--- config.mk ---
export PLATFORM = sky130hd
export DESIGN_NAME = mul_seq_ctrl_flat
export DESIGN_NICKNAME = d
export VERILOG_FILES = /design/src/rtl/mul_seq_ctrl_if.sv /design/src/rtl/mul_seq_ctrl.sv /design/src/flat_wrapper.sv
export SDC_FILE = /design/constraint.sdc
export NUM_CORES = 1
export LEC_CHECK = 0
export CAP_MARGIN = 20
export CORE_MARGIN = 10
export CORE_UTILIZATION = 46
export CTS_CLUSTER_DIAMETER = 100
export DETAILED_ROUTE_END_ITERATION = 10
export PLACE_DENSITY = 0.8
export SYNTH_ARGS = -nofsm -noshare
export SYNTH_HDL_FRONTEND = slang
export SYNTH_SLANG_ARGS = --single-unit
--- constraint.sdc ---
create_clock -name clk -period 2.7 [get_ports clk]
set_clock_uncertainty 0.2 [all_clocks]
set_input_delay 0.405 -clock clk [delete_from_list [all_inputs] [get_ports clk]]
set_output_delay 0.405 -clock clk [all_outputs]
set_load 0.005 [all_outputs]
--- src/rtl/mul_seq_ctrl_if.sv ---
// rtl/mul_seq_ctrl_if.sv - pipeline and multiplier datapath signals of the HI/LO multiply sequencer
interface mul_seq_ctrl_if #(
    parameter int WIDTH = 16
);
    logic               op_valid;
    logic               op_signed;
    logic [WIDTH-1:0]   op_a;
    logic [WIDTH-1:0]   op_b;
    logic               wr_hi;
    logic               wr_lo;
    logic [WIDTH-1:0]   wr_data;
    logic               rd_hi;
    logic               rd_lo;
    logic               op_ready;
    logic               stall;
    logic               done;
    logic [WIDTH-1:0]   hi;
    logic [WIDTH-1:0]   lo;
    logic [WIDTH-1:0]   mul_mcand;
    logic [WIDTH-1:0]   mul_mplier;
    logic               mul_start;
    logic [2*WIDTH-1:0] mul_product;

    // master: pipeline plus multiplier datapath; slave: the sequencer
    modport master (
        output op_valid, op_signed, op_a, op_b, wr_hi, wr_lo, wr_data, rd_hi, rd_lo, mul_product,
        input  op_ready, stall, done, hi, lo, mul_mcand, mul_mplier, mul_start
    );

    modport slave (
        input  op_valid, op_signed, op_a, op_b, wr_hi, wr_lo, wr_data, rd_hi, rd_lo, mul_product,
        output op_ready, stall, done, hi, lo, mul_mcand, mul_mplier, mul_start
    );
endinterface

--- src/rtl/mul_seq_ctrl.sv ---
// rtl/mul_seq_ctrl.sv - MULT/MULTU/MFHI/MFLO/MTHI/MTLO sequencer around a shift-add multiplier
module mul_seq_ctrl #(
    parameter int WIDTH      = 16,
    parameter int MUL_CYCLES = 2 * WIDTH
) (
    input  logic           clk,
    input  logic           rst_n,
    mul_seq_ctrl_if.slave  bus
);
    localparam int CNT_W = (MUL_CYCLES > 2) ? $clog2(MUL_CYCLES) : 1;

    typedef enum logic [1:0] {
        IDLE  = 2'd0,
        START = 2'd1,
        RUN   = 2'd2,
        FIX   = 2'd3
    } state_t;

    state_t             state_q, state_d;
    logic [CNT_W-1:0]   cnt_q, cnt_d;
    logic [WIDTH-1:0]   mcand_q, mcand_d;
    logic [WIDTH-1:0]   mplier_q, mplier_d;
    logic               neg_q, neg_d;
    logic [WIDTH-1:0]   hi_q, hi_d;
    logic [WIDTH-1:0]   lo_q, lo_d;
    logic               start_q, start_d;
    logic               done_q, done_d;

    logic [WIDTH-1:0]   abs_a;
    logic [WIDTH-1:0]   abs_b;
    logic [2*WIDTH-1:0] fixed_product;
    logic               busy;

    // 0x8000 negates to itself, which is exactly 2^(WIDTH-1) read as unsigned
    always_comb begin
        abs_a = (bus.op_signed && bus.op_a[WIDTH-1]) ? (~bus.op_a + WIDTH'(1)) : bus.op_a;
        abs_b = (bus.op_signed && bus.op_b[WIDTH-1]) ? (~bus.op_b + WIDTH'(1)) : bus.op_b;
        fixed_product = neg_q ? (~bus.mul_product + (2*WIDTH)'(1)) : bus.mul_product;
    end

    always_comb begin
        state_d  = state_q;
        cnt_d    = cnt_q;
        mcand_d  = mcand_q;
        mplier_d = mplier_q;
        neg_d    = neg_q;
        hi_d     = hi_q;
        lo_d     = lo_q;
        start_d  = 1'b0;
        done_d   = 1'b0;
        case (state_q)
            IDLE: begin
                if (bus.wr_hi) hi_d = bus.wr_data;
                if (bus.wr_lo) lo_d = bus.wr_data;
                if (bus.op_valid) begin
                    mcand_d  = abs_a;
                    mplier_d = abs_b;
                    neg_d    = bus.op_signed & (bus.op_a[WIDTH-1] ^ bus.op_b[WIDTH-1]);
                    start_d  = 1'b1;
                    state_d  = START;
                end
            end
            START: begin
                cnt_d   = CNT_W'(MUL_CYCLES - 1);
                state_d = RUN;
            end
            RUN: begin
                if (cnt_q == '0) state_d = FIX;
                else             cnt_d   = cnt_q - CNT_W'(1);
            end
            FIX: begin
                {hi_d, lo_d} = fixed_product;
                done_d       = 1'b1;
                state_d      = IDLE;
            end
            default: state_d = IDLE;
        endcase
    end

    always_ff @(posedge clk or negedge rst_n) begin
        if (!rst_n) begin
            state_q  <= IDLE;
            cnt_q    <= '0;
            mcand_q  <= '0;
            mplier_q <= '0;
            neg_q    <= 1'b0;
            hi_q     <= '0;
            lo_q     <= '0;
            start_q  <= 1'b0;
            done_q   <= 1'b0;
        end else begin
            state_q  <= state_d;
            cnt_q    <= cnt_d;
            mcand_q  <= mcand_d;
            mplier_q <= mplier_d;
            neg_q    <= neg_d;
            hi_q     <= hi_d;
            lo_q     <= lo_d;
            start_q  <= start_d;
            done_q   <= done_d;
        end
    end

    // any HI/LO touch or new issue must wait until the result has landed
    assign busy           = (state_q != IDLE);
    assign bus.op_ready   = ~busy;
    assign bus.stall      = busy & (bus.op_valid | bus.rd_hi | bus.rd_lo | bus.wr_hi | bus.wr_lo);
    assign bus.done       = done_q;
    assign bus.hi         = hi_q;
    assign bus.lo         = lo_q;
    assign bus.mul_mcand  = mcand_q;
    assign bus.mul_mplier = mplier_q;
    assign bus.mul_start  = start_q;
endmodule

--- src/flat_wrapper.sv ---
// flat-port wrapper written by rule: the top's interface ports become plain ports
module mul_seq_ctrl_flat 
#(
    parameter int WIDTH      = 16,
    parameter int MUL_CYCLES = 2 * WIDTH
)
  (clk, rst_n, bus_op_valid, bus_op_signed, bus_op_a, bus_op_b, bus_wr_hi, bus_wr_lo, bus_wr_data, bus_rd_hi, bus_rd_lo, bus_mul_product, bus_op_ready, bus_stall, bus_done, bus_hi, bus_lo, bus_mul_mcand, bus_mul_mplier, bus_mul_start);
  mul_seq_ctrl_if #(.WIDTH(WIDTH)) bus_i ();
  input  logic clk;
  input  logic rst_n;
  input wire logic [$bits(bus_i.op_valid)-1:0] bus_op_valid;
  input wire logic [$bits(bus_i.op_signed)-1:0] bus_op_signed;
  input wire logic [$bits(bus_i.op_a)-1:0] bus_op_a;
  input wire logic [$bits(bus_i.op_b)-1:0] bus_op_b;
  input wire logic [$bits(bus_i.wr_hi)-1:0] bus_wr_hi;
  input wire logic [$bits(bus_i.wr_lo)-1:0] bus_wr_lo;
  input wire logic [$bits(bus_i.wr_data)-1:0] bus_wr_data;
  input wire logic [$bits(bus_i.rd_hi)-1:0] bus_rd_hi;
  input wire logic [$bits(bus_i.rd_lo)-1:0] bus_rd_lo;
  input wire logic [$bits(bus_i.mul_product)-1:0] bus_mul_product;
  output wire logic [$bits(bus_i.op_ready)-1:0] bus_op_ready;
  output wire logic [$bits(bus_i.stall)-1:0] bus_stall;
  output wire logic [$bits(bus_i.done)-1:0] bus_done;
  output wire logic [$bits(bus_i.hi)-1:0] bus_hi;
  output wire logic [$bits(bus_i.lo)-1:0] bus_lo;
  output wire logic [$bits(bus_i.mul_mcand)-1:0] bus_mul_mcand;
  output wire logic [$bits(bus_i.mul_mplier)-1:0] bus_mul_mplier;
  output wire logic [$bits(bus_i.mul_start)-1:0] bus_mul_start;
  assign bus_i.op_valid = bus_op_valid;
  assign bus_i.op_signed = bus_op_signed;
  assign bus_i.op_a = bus_op_a;
  assign bus_i.op_b = bus_op_b;
  assign bus_i.wr_hi = bus_wr_hi;
  assign bus_i.wr_lo = bus_wr_lo;
  assign bus_i.wr_data = bus_wr_data;
  assign bus_i.rd_hi = bus_rd_hi;
  assign bus_i.rd_lo = bus_rd_lo;
  assign bus_i.mul_product = bus_mul_product;
  assign bus_op_ready = bus_i.op_ready;
  assign bus_stall = bus_i.stall;
  assign bus_done = bus_i.done;
  assign bus_hi = bus_i.hi;
  assign bus_lo = bus_i.lo;
  assign bus_mul_mcand = bus_i.mul_mcand;
  assign bus_mul_mplier = bus_i.mul_mplier;
  assign bus_mul_start = bus_i.mul_start;
  mul_seq_ctrl #(.WIDTH(WIDTH), .MUL_CYCLES(MUL_CYCLES)) u_core (.clk(clk), .rst_n(rst_n), .bus(bus_i));
endmodule
Word level (Yosys, flattened, before mapping)
Cells that the tools add are included.

Register bits: 74. Bits in latches: 0. Bits in writable memories: 0. Memory bits (read-only): 0. Bits of input ports: 88. Output and inout bits: 68. Logic and storage cells: 59. Memories: 0.

Add/subtract/negate cells: 4. Multiply operators: 0. Div/mod/pow operators: 0. Magnitude comparators: 0. Equality and inequality tests: 8. Shifts and indexed selects: 0. Multiplexer cells: 15. Bitwise gates (word level): 11. Reduce and logical (&&, ||, !) cells: 12.

Operators by type and width (count): 16-bit 2-to-1 mux (4); 16-bit one-hot mux with 2 select lines (2); 16-bit by 1-bit adder with 16-bit output, second input constant (2); 32-bit by 1-bit adder with 32-bit output, second input constant (1); 32-bit 2-to-1 mux (1); 16-bit NOT (2); 32-bit NOT (1); 5-bit one-hot mux with 2 select lines (1); 2-bit AND reduction (5); 2-bit != test, second input constant (4); 2-bit one-hot mux with 4 select lines (1); 2-bit nonzero test (3); 5-bit zero test (1); 5-bit 2-to-1 mux (1); 5-bit by 1-bit subtractor with 5-bit output, second input constant (1); 2-bit equality test, second input constant (2); 2-bit 2-to-1 mux (2); 1-bit OR (4); 1-bit 2-to-1 mux (3); 1-bit bitwise AND (2); 2-bit by 1-bit equality test with 1-bit output, second input constant (1); 1-bit logical AND (2); 2-bit zero test (1); 2-bit by 1-bit != test with 1-bit output, second input constant (1); other kinds (2) (2).

Depth between registers and ports, before layout
Gate-level depths: netlist of the first run.

Depth after elaboration: 5. Depth in mapped cells: 9. Depth with buffers taken out: 7.

Worst setup path before layout of the first run
Ideal clock, no wire load.

Path type: input to register. From: in bus_mul_product[18]. To: reg u_core.hi_q[9], in the netlist u_core.bus.hi[9]. Library setup time: 0.147 ns. Data arrival time: 2.090 ns. Required time: 2.353 ns. Setup slack: 0.263 ns. Stages: 6. Buffers on the path: 1. Cells stage by stage: or4_1 > or4_4 > buf_6 > o41ai_2 > xor2_1 > o221ai_1.

Longest elaborated chain between the ends: 4.

Ends and longest elaborated chain: start, declared (line flat_wrapper.sv:20) `input wire logic [$bits(bus_i.mul_product)-1:0] bus_mul_product;`; 32-bit NOT (line mul_seq_ctrl.sv:38) `fixed_product = neg_q ? (~bus.mul_product + (2*WIDTH)'(1)) : bus.mul_product;`; 32-bit by 1-bit adder with 32-bit output (line mul_seq_ctrl.sv:38); 32-bit 2-to-1 mux (line mul_seq_ctrl.sv:38); 16-bit one-hot mux with 2 select lines (line mul_seq_ctrl.sv:51) `case (state_q)`; end signal, assigned (line mul_seq_ctrl.sv:97) `hi_q <= hi_d;`; end, declared (line mul_seq_ctrl.sv:24) `logic [WIDTH-1:0] hi_q, hi_d;`.

Every way passes these cells. A chain may end at the register's enable or synchronous reset.

Worst setup path after layout of the first run
From: in bus_mul_product[18]. To: reg u_core.hi_q[7], in the netlist u_core.bus.hi[7].

Same word-level chain as after synthesis.

==> metrics, run 1 <==
remaining design rule violation count 0; number of nets at the end of the flow 789; Synth area leader sky130_fd_sc_hd__dfrtp_1; Power, Total 5.868 mW; Leak Pwr 2.718 nW; CTS tree yes; XOR/XNOR Fraction of Synth Area 10.24%; Power Dens Cells 886.3 nW/um^2; total congestion overflow after global routing 0; Die H 118.3 um; DRT Pass-1 Iters 5; number of distinct library cells after synthesis 45; I/O pin count 156; terminus of the critical flop-to-flop path u_core.bus.hi[2]$_DFFE_PN0P_; commonest non-fill, non-tap cells in the layout 154 x sky130_fd_sc_hd__clkdlybuf4s50_1, 74 x sky130_fd_sc_hd__dfrtp_1, 67 x sky130_fd_sc_hd__o21ai_0; number of I/O port buffers 155; first-pass GRT wire length 22960 um; first-iteration detailed-routing DRC count 192; sequential fraction of the synthesis area 41.64%; CP arrival 2570 ps; share of synthesized registers carrying an async set or reset 100.0%; outcome finished, final reports clean; commonest register cell after synthesis sky130_fd_sc_hd__dfrtp_1; unrepaired setup endpoints after global routing false; final worst path period share 95.13%; largest fanout of any net on the critical path 7; Antenna Diode Count 0; leading cell type in the layout, fill and taps excluded sky130_fd_sc_hd__clkdlybuf4s50_1; combinational family with the most area after synthesis compound AO/OA/AOI/OAI gates; Post-synth EDFFs 0; post-synthesis mux area share 2.251%; combined global-route utilization of all metal layers 19.79%; synthesis-to-finish area growth 48.87%; combined area of the multi-input logic cells 2424 sq um; flop and latch count out of synthesis 74; final hold viol count 0; floorplan row count 35; area fraction in and, or, nand and nor cells after synthesis 18.82%; total of max-cap violations 0; via total after detailed routing 4468; tightest slew margin relative to the limit 59.10%; Setup-failing EPs final 0; WL/cell 17.20 um; area enclosed by the die boundary 14000 sq um; critical path capture point type register; filler cell count in the final layout 745; startpoint of the worst register-to-register path u_core.state_q[0]$_DFFE_PN0P_; path type of the worst setup path in -> reg; Starting Density 47.67%; cell area after layout 6620 sq um; count of cells along the worst hold path 2; fraction of final layout cells sized beyond drive strength 1 11.48%; maximum level of the CTS H-tree 3; maximum clock insertion buffer count 2; Clock Root Buffer sky130_fd_sc_hd__clkbuf_8; synthesized-area fraction occupied by ao, oa, aoi and oai cells 20.60%; peak clock frequency supported by timing 389.3 MHz; Avg Synthesized Cell Area 8.840 sq um; Peak VDD IR 0.4681 mV; sink of the worst hold path u_core.bus.mul_mcand[7]$_DFFE_PN0P_; Clk Latency, worst-skew pair 340 ps; Mapped Cells 503; CTS Sinks 74; Antenna Violating Nets Remaining 0; final design utilization 70.97%; slack of the worst reg-to-reg path 490 ps; HPWL Detailed 11390 um; antenna violations before repair 0; origin of the worst min-delay path u_core.bus.mul_mcand[7]$_DFFE_PN0P_; transition at the pin with the smallest max-transition slack 607.0 ps; type of the most critical hold path reg -> reg; vias in the first global route 4674; total number of yosys warnings 0; Synth Area in Adders 2.251%; Min Clock Period, post-route 2569 ps; accumulated negative setup slack 0 ps; register area 1852 sq um; cell depth of the worst flop-to-flop path 8; maximum number of pins on one net before global-route repair 44; netlist area before placement 4447 sq um; buffers inserted by post-CTS timing repair 0; GP Congestion 0.8682; required time reported for the critical path endpoint 2700 ps; post-synthesis net count 599; post-place instance area 6434 sq um; routed wire length 14210 um; area of the placeable core 9328 sq um; Max Transition Viols Final 0; total CTS buffers 9; Worst Setup Start Kind primary input; Die X 118.3 um; area share of the leading cell type in the synthesized netlist 41.64%; post-DR vias/cell 5.409; ranking of synthesized cells by area sky130_fd_sc_hd__dfrtp_1 42%, sky130_fd_sc_hd__o21ai_0 7.5%, sky130_fd_sc_hd__xnor2_1 5.5%; clock edge transition at the registers on the reported setup and hold paths 80 ps
[what timing repair did]
action	in CTS	in global routing
hold buffers	1	0
endpoints found under the setup margin	0	1
gates resized for setup	0	1
hold endpoints to repair	33	0
[registers in the layout, indices dropped and copies added (netlist names)]
| name | flops |
|---|---|
| u_core.bus.done | 1 |
| u_core.bus.mul_mplier | 16 |
| u_core.bus.hi | 16 |
| u_core.bus.lo | 16 |
| u_core.cnt_q | 5 |
| u_core.state_q | 2 |
| u_core.neg_q | 1 |
| u_core.bus.mul_mcand | 16 |
| u_core.bus.mul_start | 1 |
[layout make-up]
class	instances	area share, %
multi-input combinational	384	36.61
tap	129	2.438
sequential	74	27.97
timing repair buffer	206	29.41
inverter	18	1.021
clock buffer	10	2.079
clock inverter	5	0.4725
[cells by family (layout without fill, tap and decap cells)]
logic type / count (synthesis) / count (layout)
flip-flops: 74 / 74
XOR/XNOR: 52 / 52
adder cells (fa/ha/maj): 8 / 8
AND/OR/NAND/NOR: 162 / 162
buffers and inverters: 45 / 239
AO/OA/AOI/OAI: 152 / 152
multiplexers: 10 / 10
[power breakdown]
part	total (mW)	switching, mW	internal [mW]
Sequential	1.97	0.332	1.64
Combinational	3.12	1.43	1.68
Clock	0.777	0.426	0.351
Total	5.87	2.19	3.68
[synthesized netlist by cell type (all sizes together), types with 8 or more instances]
master / count
xor2: 24
inv: 18
or4: 11
o31ai: 11
clkbuf: 21
nor3b: 14
o21ai: 71
nor2: 23
mux2i: 10
nor3: 11
ha: 8
o41ai: 10
dfrtp: 74
xnor2: 28
a21oi: 38
nand2: 62
[how the worst max path moves through the flow]
stage	from	to	slack (ps)	cells past startpoint
2_1_floorplan	bus_mul_product[18]	u_core.bus.hi[9]$_DFFE_PN0P_	260	6
3_3_place_gp	bus_mul_product[18]	u_core.bus.hi[7]$_DFFE_PN0P_	-220	7
3_5_place_dp	bus_mul_product[18]	u_core.bus.hi[11]$_DFFE_PN0P_	-230	7
4_1_cts	bus_mul_product[18]	u_core.bus.hi[11]$_DFFE_PN0P_	120	7
5_1_grt	bus_mul_product[18]	u_core.bus.hi[14]$_DFFE_PN0P_	5	6
6_report	bus_mul_product[18]	u_core.bus.hi[7]$_DFFE_PN0P_	130	7
[worst max-delay path, cell delays in order]
cell and delay (ps):
sky130_fd_sc_hd__clkdlybuf4s50_1 410, sky130_fd_sc_hd__or4_1 580, sky130_fd_sc_hd__or4_4 510, sky130_fd_sc_hd__buf_4 190, sky130_fd_sc_hd__o31ai_1 230, sky130_fd_sc_hd__xor2_1 170, sky130_fd_sc_hd__a31oi_1 90
[metrics by stage]
stage	worst slack, ps	hold slack [ps]	std cells
6_report	131.5	277.9	826
5_1_grt	5.410	310.0	826
4_1_cts	124.1	286.0	826
3_5_place_dp	-234.7	191.1	810
3_3_place_gp	-215.1	192.4	810
2_1_floorplan	263.1	-90.59	503
[per-layer routing]
layer | part of all wire [%] | vias up | global-route usage (%)
li1 | - | 2177 | -
met1 | 41 | 2113 | 22.80
met2 | 47 | 168 | 32.79
met3 | 11 | 10 | 8.901
met4 | 0.63 | 0 | 4.869
met5 | 0 | - | 0
(Power assumes the default switching activity.)
==> run 2: changes to the inputs <==
Settings changed: PLACE_DENSITY 0.8 to 0.84, SKIP_CTS_REPAIR_TIMING set to 1, SLEW_MARGIN set to 10.
==> run 2 against run 1 <==
Against the previous run:
- first-iteration DRC count grew 41%
- core utilization grew 0.25 points
- combinational power grew 2%
- register-to-register slack is essentially flat
- via count grew 2.1%
- sequential share of layout area shrank 0.10 points
- global-route usage grew 0.38 points
- wire length grew 3.7%
- worst hold slack gained 1.3 ps
- critical path type unchanged
- highest routed layer unchanged
==> metrics, run 2 (synthesized netlist as in run 1, its figures left out) <==
Die H 118.3 um (unchanged); remaining design rule violation count 0 (unchanged); floorplan row count 35 (unchanged); unrepaired setup endpoints after global routing false; I/O pin count 156 (unchanged); path type of the worst setup path in -> reg; Leak Pwr 2.726 nW (+0.28%); Power Dens Cells 910.2 nW/um^2 (+2.7%); type of the most critical hold path reg -> reg; GP Congestion 0.8555 (-1.5%); Setup WS post-layout 109.3 ps (-22.14 ps); Setup-failing EPs final 0 (unchanged); Max Transition Viols Final 0 (unchanged); fraction of final layout cells sized beyond drive strength 1 11.22% (-0.25 points); CP arrival 2600 ps (+30 ps); Clock Root Buffer sky130_fd_sc_hd__clkbuf_8; first-pass GRT wire length 23380 um (+1.8%); post-DR vias/cell 5.539 (+2.4%); total CTS buffers 9 (unchanged); first-iteration detailed-routing DRC count 270 (+41%); Die X 118.3 um (unchanged); Starting Density 47.67% (unchanged); switch share 37.04% (-0.31 points); transition at the pin with the smallest max-transition slack 625.4 ps (+18.37 ps); CTS tree yes; tightest slew margin relative to the limit 58.31% (-0.80 points); synthesis-to-finish area growth 49.41%; number of nets at the end of the flow 786 (-0.38%); portion of total power attributed to combinational logic 52.5% (-0.6 points); outcome finished, final reports clean; maximum number of pins on one net before global-route repair 46 (+4.5%); via total after detailed routing 4564 (+2.1%); Clk network pwr share 14.9% (+1.7 points); final worst path period share 95.95% (+0.82 points); maximum clock insertion buffer count 2 (unchanged); slowest stage cell on the critical path sky130_fd_sc_hd__or4_1; pre-CTS setup slack -240.4 ps (-5.654 ps); max incr delay on CP 590 ps (about the same); number of I/O port buffers 155 (unchanged); commonest non-fill, non-tap cells in the layout 154 x sky130_fd_sc_hd__clkdlybuf4s50_1, 74 x sky130_fd_sc_hd__dfrtp_1, 66 x sky130_fd_sc_hd__o21ai_0; net switching component of the power 2.240 mW (+2.2%); Min Clock Period, post-route 2591 ps (+22.14 ps); final design utilization 71.23% (+0.25 points); area of the placeable core 9328 sq um (unchanged); slack of the worst reg-to-reg path 500 ps (about the same); antenna violations before repair 0 (unchanged); Worst Setup Start Kind primary input; combined global-route utilization of all metal layers 20.17% (+0.38 points); Worst Hold Margin 279.3 ps (+1.335 ps); WL/cell 17.88 um (+4.0%); total of max-cap violations 0 (unchanged); routed wire length 14730 um (+3.7%); peak clock frequency supported by timing 386.0 MHz (-0.85%); leading cell type in the layout, fill and taps excluded sky130_fd_sc_hd__clkdlybuf4s50_1; maximum level of the CTS H-tree 3 (unchanged); Clk Latency, worst-skew pair 350 ps (about the same); Antenna Diode Count 0 (unchanged); HPWL Detailed 11630 um (+2.1%); Sequential Power Share 32.5% (-1.1 points); Peak VDD IR 0.5473 mV (+17%); vias in the first global route 4690 (+0.34%); gate family responsible for the most delay along the worst path simple AND/OR/NAND/NOR gates; DRT Pass-1 Iters 4 (-1); Pint 3.808 mW (+3.6%); critical path cell sequence clkdlybuf4s50_1, or4_1, or4_4, buf_4, o31ai_1, xor2_1, a31oi_1; critical path capture point type register; combined buffer and inverter count along the critical path 2 (unchanged); total congestion overflow after global routing 0 (unchanged); final hold viol count 0 (unchanged); required time reported for the critical path endpoint 2710 ps (about the same); largest fanout of any net on the critical path 7 (unchanged); Antenna Violating Nets Remaining 0 (unchanged); clock edge transition at the registers on the reported setup and hold paths 80 ps (about the same); area enclosed by the die boundary 14000 sq um (unchanged); Power, Total 6.047 mW (+3.1%); CTS Sinks 74 (unchanged)
run 2: final cells by class:
class,instances,area (sq um)
Clock inverter,5,52.55
Fill cell,710,2684
Sequential cell,74,1852
Clock buffer,11,151.4
Multi-Input combinational cell,384,2422
Inverter,18,67.56
Timing Repair Buffer,203,1937
Tap cell,129,161.4
run 2: per-layer routing:
| metal | part of all wire, % | track usage [%] |
|---|---|---|
| met3 | 11 | 8.853 |
| met4 | 1.1 | 4.791 |
| met1 | 41 | 23.44 |
| met2 | 47 | 33.41 |
| met5 | 0 | 0 |
run 2: path summary, 6_finish.rpt:
path	startpoint	end	cells past startpoint
max	bus_mul_product[18]	u_core.bus.hi[7]$_DFFE_PN0P_	7
min	u_core.bus.mul_mcand[11]$_DFFE_PN0P_	u_core.bus.mul_mcand[11]$_DFFE_PN0P_	2
max reg2reg	u_core.state_q[0]$_DFFE_PN0P_	u_core.bus.hi[4]$_DFFE_PN0P_	8
min reg2reg	u_core.bus.mul_mcand[11]$_DFFE_PN0P_	u_core.bus.mul_mcand[11]$_DFFE_PN0P_	2
max in group asynchronous	rst_n	u_core.bus.hi[8]$_DFFE_PN0P_	3
min in group asynchronous	rst_n	u_core.cnt_q[3]$_DFFE_PN0P_	2
run 2: worst min-delay path: cells and delay by family (launching register included):
family / cells / cell delay [ps]
AO/OA/AOI/OAI: 1 / 60
flip-flops: 1 / 340
AND/OR/NAND/NOR: 1 / 50
run 2: through the flow:
step	TNS, ps	area [sq um]	instances
final	0	6644	824
after floorplan	0	4447	503
after detailed placement	-2162	6424	807
after global routing	0	6644	824
after CTS	0	6628	823
after global placement	-1471	6424	807
run 2: power groups by stage:
stage	Clock [mW]	Combinational, mW	Sequential, mW
final	0.904	3.18	1.97
after global routing	0.962	3.52	2.03
after CTS	0.914	3.20	1.97
after detailed placement	0	3.19	1.99
after global placement	0	3.08	1.97
after floorplan	0	1.48	1.97
==> run 3: changes to the inputs <==
Settings changed: CTS_CLUSTER_SIZE set to 28, SETUP_SLACK_MARGIN set to 0.4.
Clock period 2.7 ns to 2.8 ns, I/O delays scaled along.
==> run 3 against run 2 <==
Against the previous run:
- worst hold slack got worse by 260 ps
- design area increased by 2.8%
- die area unchanged
- flip-flop and latch count unchanged
- register-to-register slack improved by 210 ps
- sequential share of layout area decreased by 0.77 points
- critical path depth unchanged
- critical path type unchanged
- sequential power decreased by 3%
==> metrics, run 3 (synthesized netlist as in run 1, its figures left out) <==
final worst path period share 90.77%; routed wire length 15090 um (+2.4%); area enclosed by the die boundary 14000 sq um (unchanged); tightest slew margin relative to the limit 37.48% (-21 points); leading cell type in the layout, fill and taps excluded sky130_fd_sc_hd__clkdlybuf4s50_1; final design utilization 73.24% (+2.0 points); number of nets at the end of the flow 780 (-0.76%); Die X 118.3 um (unchanged); first-pass GRT wire length 23700 um (+1.4%); WL/cell 18.42 um (+3.0%); I/O pin count 156 (unchanged); Power Dens Cells 882.4 nW/um^2 (-3.1%); terminus of the critical flop-to-flop path u_core.bus.hi[3]$_DFFE_PN0P_; commonest non-fill, non-tap cells in the layout 137 x sky130_fd_sc_hd__clkdlybuf4s50_1, 74 x sky130_fd_sc_hd__dfrtp_1, 66 x sky130_fd_sc_hd__o21ai_0; Antenna Violating Nets Remaining 0 (unchanged); type of the most critical hold path in -> async; unrepaired setup endpoints after global routing true; largest fanout of any net on the critical path 7 (unchanged); via total after detailed routing 4608 (+0.96%); maximum clock insertion buffer count 2 (unchanged); maximum level of the CTS H-tree 3 (unchanged); final hold viol count 0 (unchanged); Worst Hold Margin 15.63 ps (-263.6 ps); area of the placeable core 9328 sq um (unchanged); peak clock frequency supported by timing 393.4 MHz; maximum number of pins on one net before global-route repair 75 (+63%); Clock Root Buffer sky130_fd_sc_hd__clkbuf_8; HPWL Detailed 11320 um (-2.7%); required time reported for the critical path endpoint 2800 ps (+90 ps); critical path cell sequence dlymetal6s2s_1, or4_4, or4_4, buf_6, o31ai_1, xor2_1, a31oi_1; combined global-route utilization of all metal layers 20.19% (+0.024 points); most prevalent standard cell on the critical path sky130_fd_sc_hd__or4_4; outcome finished, final reports clean; fraction of final layout cells sized beyond drive strength 1 13.21% (+2.0 points); post-DR vias/cell 5.626 (+1.6%); floorplan row count 35 (unchanged); Worst Setup Start Kind primary input; Leak Pwr 2.912 nW (+6.8%); antenna violations before repair 2 (+2); critical path capture point type register; filler cell count in the final layout 664 (-6.5%); cell depth of the worst flop-to-flop path 3 (-5); Setup-failing EPs final 0 (unchanged); GP Congestion 0.8676 (+1.4%); Starting Density 47.67% (unchanged); CTS Sinks 74 (unchanged); synthesis-to-finish area growth 53.63%; slack of the worst reg-to-reg path 710 ps (+210 ps); CTS tree yes; transition at the pin with the smallest max-transition slack 937.8 ps (+312.4 ps); path type of the worst setup path in -> reg; DRT Pass-1 Iters 5 (+1); first-iteration detailed-routing DRC count 248 (-8.1%); clock edge transition at the registers on the reported setup and hold paths 80 ps (about the same); Min Clock Period, post-route 2542 ps; total of max-cap violations 0 (unchanged); Die H 118.3 um (unchanged); max incr delay on CP 580 ps (about the same); startpoint of the worst register-to-register path u_core.neg_q$_DFFE_PN0P_; total congestion overflow after global routing 0 (unchanged); total CTS buffers 9 (unchanged); remaining design rule violation count 0 (unchanged); Clk Latency, worst-skew pair 340 ps (about the same); Max Transition Viols Final 0 (unchanged); Peak VDD IR 0.5934 mV (+8.4%); slowest stage cell on the critical path sky130_fd_sc_hd__or4_4; CP arrival 2550 ps (-50 ps); vias in the first global route 4660 (-0.64%); number of I/O port buffers 155 (unchanged)
==> run 3: changes by cell type in the layout (fill, tap and decap cells not counted), sizes merged <==
| cell | before | now |
|---|---|---|
| clkdlybuf4s50 | 154 | 137 |
| clkinvlp | 1 | 0 |
| buf | 48 | 43 |
| diode | 0 | 1 |
| dlymetal6s2s | 0 | 17 |
| bufinv | 1 | 2 |
| clkbuf | 11 | 12 |
| dlygate4sd3 | 1 | 0 |
| clkinv | 3 | 2 |
==> run 3: worst max path at each step <==
stage,from,slack (ps),end
after floorplan,bus_mul_product[18],350,u_core.bus.hi[13]$_DFFE_PN0P_
after global placement,bus_mul_product[18],-120,u_core.bus.hi[15]$_DFFE_PN0P_
final,bus_mul_product[17],260,u_core.bus.hi[7]$_DFFE_PN0P_
after detailed placement,bus_mul_product[19],-180,u_core.bus.hi[11]$_DFFE_PN0P_
after CTS,bus_mul_product[1],150,u_core.bus.hi[5]$_DFFE_PN0P_
after global routing,bus_mul_product[17],210,u_core.bus.hi[7]$_DFFE_PN0P_
==> run 3: power by group <==
part	total [mW]	switching, mW	internal, mW
logic	3.15	1.47	1.68
clock network	0.957	0.406	0.552
registers	1.92	0.336	1.58
==> run 3: worst max-delay path: cells and delay by family <==
family | cells | cell delay, ps
and+or+nand+nor | 2 | 1130
xor gates and xnor gates | 1 | 260
AOI/OAI and AO/OA | 2 | 430
buffers and inverters | 2 | 290
==> run 3: cell type report <==
cell class	count	area [sq um]	share of cell area, %
repair buffers	197	1931	28.26
inverters	18	67.56	0.9890
well taps	129	161.4	2.363
diodes	1	2.502	0.03663
multi-input cells	384	2589	37.89
clock inverters	4	73.82	1.081
flip-flops and latches	74	1852	27.11
clock buffers	12	155.1	2.271
==> run 3: metrics by stage <==
step                setup TNS (ps)  cell area (sq um)  cells  power (mW)  worst slack [ps]
floorplan                        0               4447    503       3.318             348.1
global placement            -658.6               6351    799       4.843            -120.5
detailed placement           -1160               6351    799       4.965            -178.5
CTS                              0               6580    815       5.935             154.4
global route                     0               6829    818       6.479             213.6
finish                           0               6832    819       6.028             258.3
==> run 3: per-layer routing <==
| metal | vias to the layer above | global-route usage, % | wire length [um] |
|---|---|---|---|
| met2 | 222 | 32.65 | 7144 |
| li1 | 2154 | - | - |
| met4 | 2 | 6.801 | 345 |
| met1 | 2200 | 23.48 | 5904 |
| met3 | 30 | 8.710 | 1682 |
| met5 | - | 0 | 9 |
